File: src/rtl/video_pkg.sv
// Shared pixel-format helpers for the multi-channel splicing path.
package video_pkg;

    localparam int unsigned OUT_RGB565 = 16;
    localparam int unsigned OUT_RGB888 = 24;

    localparam int unsigned LUMA_R = 77;
    localparam int unsigned LUMA_G = 150;
    localparam int unsigned LUMA_B = 29;

    // Coefficients sum to 256, so the 16-bit accumulator cannot overflow.
    function automatic logic [7:0] luma(input logic [7:0] r, input logic [7:0] g,
                                        input logic [7:0] b);
        logic [15:0] acc;
        acc = 16'(LUMA_R) * 16'(r) + 16'(LUMA_G) * 16'(g) + 16'(LUMA_B) * 16'(b);
        return 8'(acc >> 8);
    endfunction

    function automatic logic [15:0] pack565(input logic [7:0] r, input logic [7:0] g,
                                            input logic [7:0] b);
        return {r[7:3], g[7:2], b[7:3]};
    endfunction

    function automatic logic [23:0] pack888(input logic [7:0] r, input logic [7:0] g,
                                            input logic [7:0] b);
        return {r, g, b};
    endfunction

    // wide = 1 selects RGB888 packing; otherwise RGB565 in the low 16 bits.
    function automatic logic [23:0] pack_gray(input logic [7:0] y, input logic wide);
        return wide ? {y, y, y} : {8'h00, y[7:3], y[7:2], y[7:3]};
    endfunction

endpackage

File: src/rtl/hdmi_pix_convert.sv
// Stage-2 pixel formatter: colour/grey packing and output gating, one register stage.
module hdmi_pix_convert #(
    parameter int OUT_W = 16
) (
    input  logic             clk,
    input  logic             rst,
    input  logic [7:0]       red,
    input  logic [7:0]       green,
    input  logic [7:0]       blue,
    input  logic             vs,
    input  logic             de,
    input  logic             gray,
    output logic             vs_out,
    output logic             de_out,
    output logic [OUT_W-1:0] pix_out
);
    import video_pkg::*;

    localparam bit WIDE = (OUT_W == OUT_RGB888);

    logic [OUT_W-1:0] px;

    // Select the packed format for the current pixel.
    always_comb begin
        px = '0;
        if (gray) begin
            px = OUT_W'(pack_gray(luma(red, green, blue), WIDE));
        end else if (WIDE) begin
            px = OUT_W'(pack888(red, green, blue));
        end else begin
            px = OUT_W'(pack565(red, green, blue));
        end
    end

    // Register outputs; pixel bus is forced to zero outside valid pixels.
    always_ff @(posedge clk) begin
        if (rst) begin
            vs_out  <= 1'b0;
            de_out  <= 1'b0;
            pix_out <= '0;
        end else begin
            vs_out  <= vs;
            de_out  <= de;
            pix_out <= de ? px : '0;
        end
    end

endmodule

File: src/rtl/hdmi_frame_decimator.sv
// HDMI input conditioner: frame decimation, optional 2:1 scaling, format conversion.
module hdmi_frame_decimator #(
    parameter int OUT_W   = 16,
    parameter int RATIO_W = 3,
    parameter int CNT_W   = 12
) (
    input  logic               hdmi_pix_clk_in,
    input  logic               rst,
    input  logic [7:0]         red_in,
    input  logic [7:0]         green_in,
    input  logic [7:0]         blue_in,
    input  logic               vs_in,
    input  logic               de_in,
    input  logic [RATIO_W-1:0] ratio_in,
    input  logic               scale_en,
    input  logic               gray_en,
    output logic               vs_out,
    output logic               de_out,
    output logic [OUT_W-1:0]   pix_out,
    output logic [7:0]         frame_tag
);
    logic               vs_d, de_d;
    logic               vs_rise, de_fall;
    logic [RATIO_W-1:0] idx, idx_next, ratio_new;
    logic [RATIO_W:0]   idx_inc;
    logic               primed, keep, keep_now;
    logic               scale_l, gray_l, scale_now, gray_now;
    logic               line_odd, emit;
    logic [CNT_W-1:0]   x, y;
    logic [7:0]         hold_r, hold_g, hold_b;
    logic [8:0]         sum_r, sum_g, sum_b;
    logic [7:0]         px_r, px_g, px_b;
    logic [7:0]         s1_r, s1_g, s1_b;
    logic               s1_vs, s1_de, s1_gray;

    // The ratio is only consumed at vs_rise, so the newly latched value is used
    // directly there; the first edge after reset always starts a kept frame.
    // Config and keep are forwarded on vs_rise so a coincident pixel sees the new frame state.
    always_comb begin
        vs_rise   = vs_in & ~vs_d;
        de_fall   = de_d & ~de_in;
        ratio_new = (ratio_in == '0) ? RATIO_W'(1) : ratio_in;
        idx_inc   = {1'b0, idx} + (RATIO_W+1)'(1);
        idx_next  = (!primed || idx_inc >= {1'b0, ratio_new}) ? '0 : idx_inc[RATIO_W-1:0];
        keep_now  = vs_rise ? (idx_next == '0) : keep;
        scale_now = vs_rise ? scale_en : scale_l;
        gray_now  = vs_rise ? gray_en : gray_l;
        line_odd  = ~vs_rise & y[0];
        emit      = de_in & (~scale_now | (~line_odd & x[0]));
        sum_r     = {1'b0, hold_r} + {1'b0, red_in};
        sum_g     = {1'b0, hold_g} + {1'b0, green_in};
        sum_b     = {1'b0, hold_b} + {1'b0, blue_in};
        px_r      = scale_now ? 8'(sum_r >> 1) : red_in;
        px_g      = scale_now ? 8'(sum_g >> 1) : green_in;
        px_b      = scale_now ? 8'(sum_b >> 1) : blue_in;
    end

    // Stage 1: sync detect, frame index, counters, pair hold and gated pixel register.
    always_ff @(posedge hdmi_pix_clk_in) begin
        if (rst) begin
            vs_d      <= 1'b0;
            de_d      <= 1'b0;
            idx       <= '0;
            primed    <= 1'b0;
            keep      <= 1'b0;
            scale_l   <= 1'b0;
            gray_l    <= 1'b0;
            frame_tag <= '0;
            x         <= '0;
            y         <= '0;
            hold_r    <= '0;
            hold_g    <= '0;
            hold_b    <= '0;
            s1_r      <= '0;
            s1_g      <= '0;
            s1_b      <= '0;
            s1_vs     <= 1'b0;
            s1_de     <= 1'b0;
            s1_gray   <= 1'b0;
        end else begin
            vs_d <= vs_in;
            de_d <= de_in;
            if (vs_rise) begin
                idx     <= idx_next;
                keep    <= (idx_next == '0);
                primed  <= 1'b1;
                scale_l <= scale_en;
                gray_l  <= gray_en;
                if (idx_next == '0) begin
                    frame_tag <= frame_tag + 8'd1;
                end
            end
            if (!de_in) begin
                x <= '0;
            end else if (x != '1) begin
                x <= x + CNT_W'(1);
            end
            if (vs_rise) begin
                y <= '0;
            end else if (de_fall && y != '1) begin
                y <= y + CNT_W'(1);
            end
            if (de_in && !x[0]) begin
                hold_r <= red_in;
                hold_g <= green_in;
                hold_b <= blue_in;
            end
            s1_r    <= px_r;
            s1_g    <= px_g;
            s1_b    <= px_b;
            s1_vs   <= vs_in & keep_now;
            s1_de   <= emit & keep_now;
            s1_gray <= gray_now;
        end
    end

    hdmi_pix_convert #(.OUT_W(OUT_W)) u_convert (
        .clk     (hdmi_pix_clk_in),
        .rst     (rst),
        .red     (s1_r),
        .green   (s1_g),
        .blue    (s1_b),
        .vs      (s1_vs),
        .de      (s1_de),
        .gray    (s1_gray),
        .vs_out  (vs_out),
        .de_out  (de_out),
        .pix_out (pix_out)
    );

endmodule
File: config.mk
export PLATFORM = sky130hd
export DESIGN_NAME = hdmi_frame_decimator
export DESIGN_NICKNAME = d
export VERILOG_FILES = /design/src/rtl/video_pkg.sv /design/src/rtl/hdmi_pix_convert.sv /design/src/rtl/hdmi_frame_decimator.sv
export SDC_FILE = /design/constraint.sdc
export NUM_CORES = 1
export LEC_CHECK = 0
export ABC_AREA = 1
export ABC_CLOCK_PERIOD_IN_PS = 14000
export CORE_AREA = 5 5 195 159
export CTS_CLUSTER_SIZE = 8
export DETAILED_ROUTE_END_ITERATION = 7
export DIE_AREA = 0 0 200 164
export PLACE_DENSITY = 0.53
export SLEW_MARGIN = 20
export SYNTH_ARGS = -nofsm -noshare
export SYNTH_HDL_FRONTEND = slang
export SYNTH_SLANG_ARGS = --single-unit
File: constraint.sdc
create_clock -name hdmi_pix_clk_in -period 14 [get_ports hdmi_pix_clk_in]
set_input_delay 2.8 -clock hdmi_pix_clk_in [delete_from_list [all_inputs] [get_ports hdmi_pix_clk_in]]
set_output_delay 2.8 -clock hdmi_pix_clk_in [all_outputs]
set_load 0.02 [all_outputs]
==> qor.yml <==
place_inst: 1483
post-synth-top-area-cell: "dfxtp_1"
cp.depth: 27
peakVddDrop_uv: 182
synth_area_um2: 8500
clk_latency_ns: 0.37
clk_pin_slew_worst_paths_ns: 0.08
fin_cells: 1499
grt_max_degree: 53
port_buffers: 58
postPlaceCellArea_um2: 9460
antenna_found_initial: 0
vias: 6698
io_pins: 59
die_area_um2: 32800
grt-ovfl-total: 0
grt_usage_pct: 13.0
setup_slack_ns: 7.82
holdPathStages: 2
htree_levels: 3
finalNetCount: 1320
cts_inserted_buffers: 9
synth_edf_count: 0
post_cts_buffers: 0
synthesis.nets: 1268
power.density_nw_per_um2: 178
drtIter0Drc: 312
p_leak_nw: 4.63
clockBufferDepth: 2
avgSynthCellArea_um2: 7.98
synthArstFlopShare_pct: 0
setup.worst_path.start_class: "flip-flop"
first_global_vias: 6829
yosys-top-cells-count: "179 x nand2_1, 173 x inv_1, 112 x ha_1"
reg2reg_depth: 27
cts_resized: 0
slowest_stage: "fa_1"
synth_most_common_cell: "nand2_1"
slew_headroom_pct: 44.7
hp-class: "reg2reg"
cts-root-buf: "clkbuf_16"
rsz0062_at_grt: "false"
post-place-ws_ns: 7.84
ys_warn_count: 0
maxSlewViolCount: 0
drc: 0
synth_ff_type: "dfxtp_1"
clkSinkCount: 109
core_um2: 28900
max_freq_mhz: 162
routabilityCongestion: 0.837
worst_pin_slew_ns: 0.829
min_period_ns: 6.18
worstSetupEndpointType: "flip-flop"
tns_ns: 0
wl_per_cell_um: 13.5
synth_area_leaders: "dfxtp_1 26%, ha_1 16%, fa_1 14%"
r2r-start: "s1_g[5]"
maxCapViolCount: 0
crit_arrival_ns: 6.46
synth_top_area_share_pct: 25.7
final_cell_area_um2: 9750
syn_inst: 1065
critPathKind: "reg2reg"
cp_num_buf_inv: 5
start_util_pct: 29.4
vias_per_cell: 4.47
hold_buffers: 0
fp.dieW_um: 200
totalWireLength_um: 20200
status: "complete, no violations"
dp_hpwl_um: 16200
insertedDiodeCount: 0
cpPeakStageDelay_ns: 0.55
worstHoldStart: "s1_vs"
ys_ff_latch: 109
drt.antenna.violating_nets: 0
worstPathRequired_ns: 14.28
row_count: 56
ys_types: 45
cts_tree: "yes"
grt_pass1_wl_um: 34600
fp.dieH_um: 164
post-route-period-util_pct: 44.1
path_delay_family: "adder cells"
firstDrtPassIters: 4
path_max_fanout: 5
ys_seq_area_share_pct: 25.7
syn_to_final_growth_pct: 14.8
layout-drive-gt1-share_pct: 4.28
cp-startpoint: "s1_g[5]"
skew_ns: 0.0177
hold_viol_final: 0
finalSetupViolCount: 0
==> routing by layer <==
layer	vias to the layer above	wire [um]	GRT usage, %	part of all wire [%]
met1	3096	10400	18.8	52
met4	0	210	2.75	1.0
li1	3517	-	-	-
met2	70	8780	20.2	43
met5	-	0	0	0
met3	15	824	2.79	4.1
==> registers in the layout, indices dropped and copies added, names as in the netlist, 3 cells and up <==
signal / cells
s1_g: 8
hold_r: 8
y: 12
s1_b: 8
u_convert.pix_out: 16
hold_g: 8
s1_r: 8
frame_tag: 8
hold_b: 8
x: 12
idx: 3
==> path summary, 6_finish.rpt <==
kind                                              to  slack, ns
worst max register to register  u_convert.pix_out[4]       7.82
worst max-delay path            u_convert.pix_out[4]       7.82
worst min-delay path                u_convert.vs_out       0.42
worst min register to register      u_convert.vs_out       0.42
==> cells in the final DEF, fill, tap and decap left out, types with 3 or more instances in the layout <==
cell / count
fa_1: 58
a31oi_1: 3
o21ai_0: 74
inv_2: 4
nor3b_1: 5
nor3_1: 6
nand3_2: 4
nand3_1: 32
xnor2_1: 18
nor2_2: 3
clkdlybuf4s50_1: 58
a21oi_1: 92
ha_1: 112
buf_4: 4
clkbuf_16: 9
o21bai_1: 14
dfxtp_1: 109
nor2_1: 87
o21ai_1: 7
nor2_4: 3
nand4_1: 10
xor2_1: 25
nand2_2: 4
inv_1: 173
nand2_1: 179
==> worst reg2reg max path, stage by stage, from the launching register on <==
cell and delay, ns:
dfxtp_1 0.46, ha_1 0.28, ha_1 0.27, ha_1 0.27, inv_1 0.05, fa_1 0.50, inv_1 0.04, ha_1 0.34
a21oi_1 0.19, o21ai_0 0.11, nor2_1 0.12, xnor2_1 0.14, fa_1 0.47, fa_1 0.51, inv_1 0.05, fa_1 0.46
fa_1 0.55, inv_1 0.04, ha_1 0.28, nand2_1 0.12, nor2_1 0.20, and2_1 0.15, nand2_1 0.05, nand2_1 0.10
inv_1 0.04, nand2_1 0.07, nand3_2 0.08, a21oi_1 0.15
==> cell families after synthesis <==
logic type	count (synthesis)	synth area share (%)
XOR/XNOR	43	4.43
AND/OR/NAND/NOR	346	18.1
adder cells (fa/ha/maj)	170	30.2
flip-flops	109	25.7
AO/OA/AOI/OAI	198	12.4
buffers and inverters	199	9.26
==> report_power, final <==
part           switching, W  internal [W]  leakage (nW)
logic              0.000689      0.000441          3.60
clock network      0.000135      0.000125         0.141
registers         0.0000203      0.000326         0.894
total              0.000844      0.000892          4.63
==> layout make-up <==
type	instances	area, um^2
inverters	178	668
flip-flops and latches	109	2180
fillers	3063	19100
clock buffers	9	225
well taps	377	472
multi-input cells	757	5530
clock inverters	7	66.3
repair buffers	62	611
==> per-stage QoR <==
step	util, %	hold WS [ns]	total power (W)
4_1_cts	33.8	0.426	0.00176
3_5_place_dp	32.8	0.408	0.00148
3_3_place_gp	32.8	0.415	0.00148
6_report	33.8	0.422	0.00174
2_1_floorplan	-	0.388	0.00123
5_1_grt	33.8	0.432	0.00198
Power figures use the tool's default switching activity.
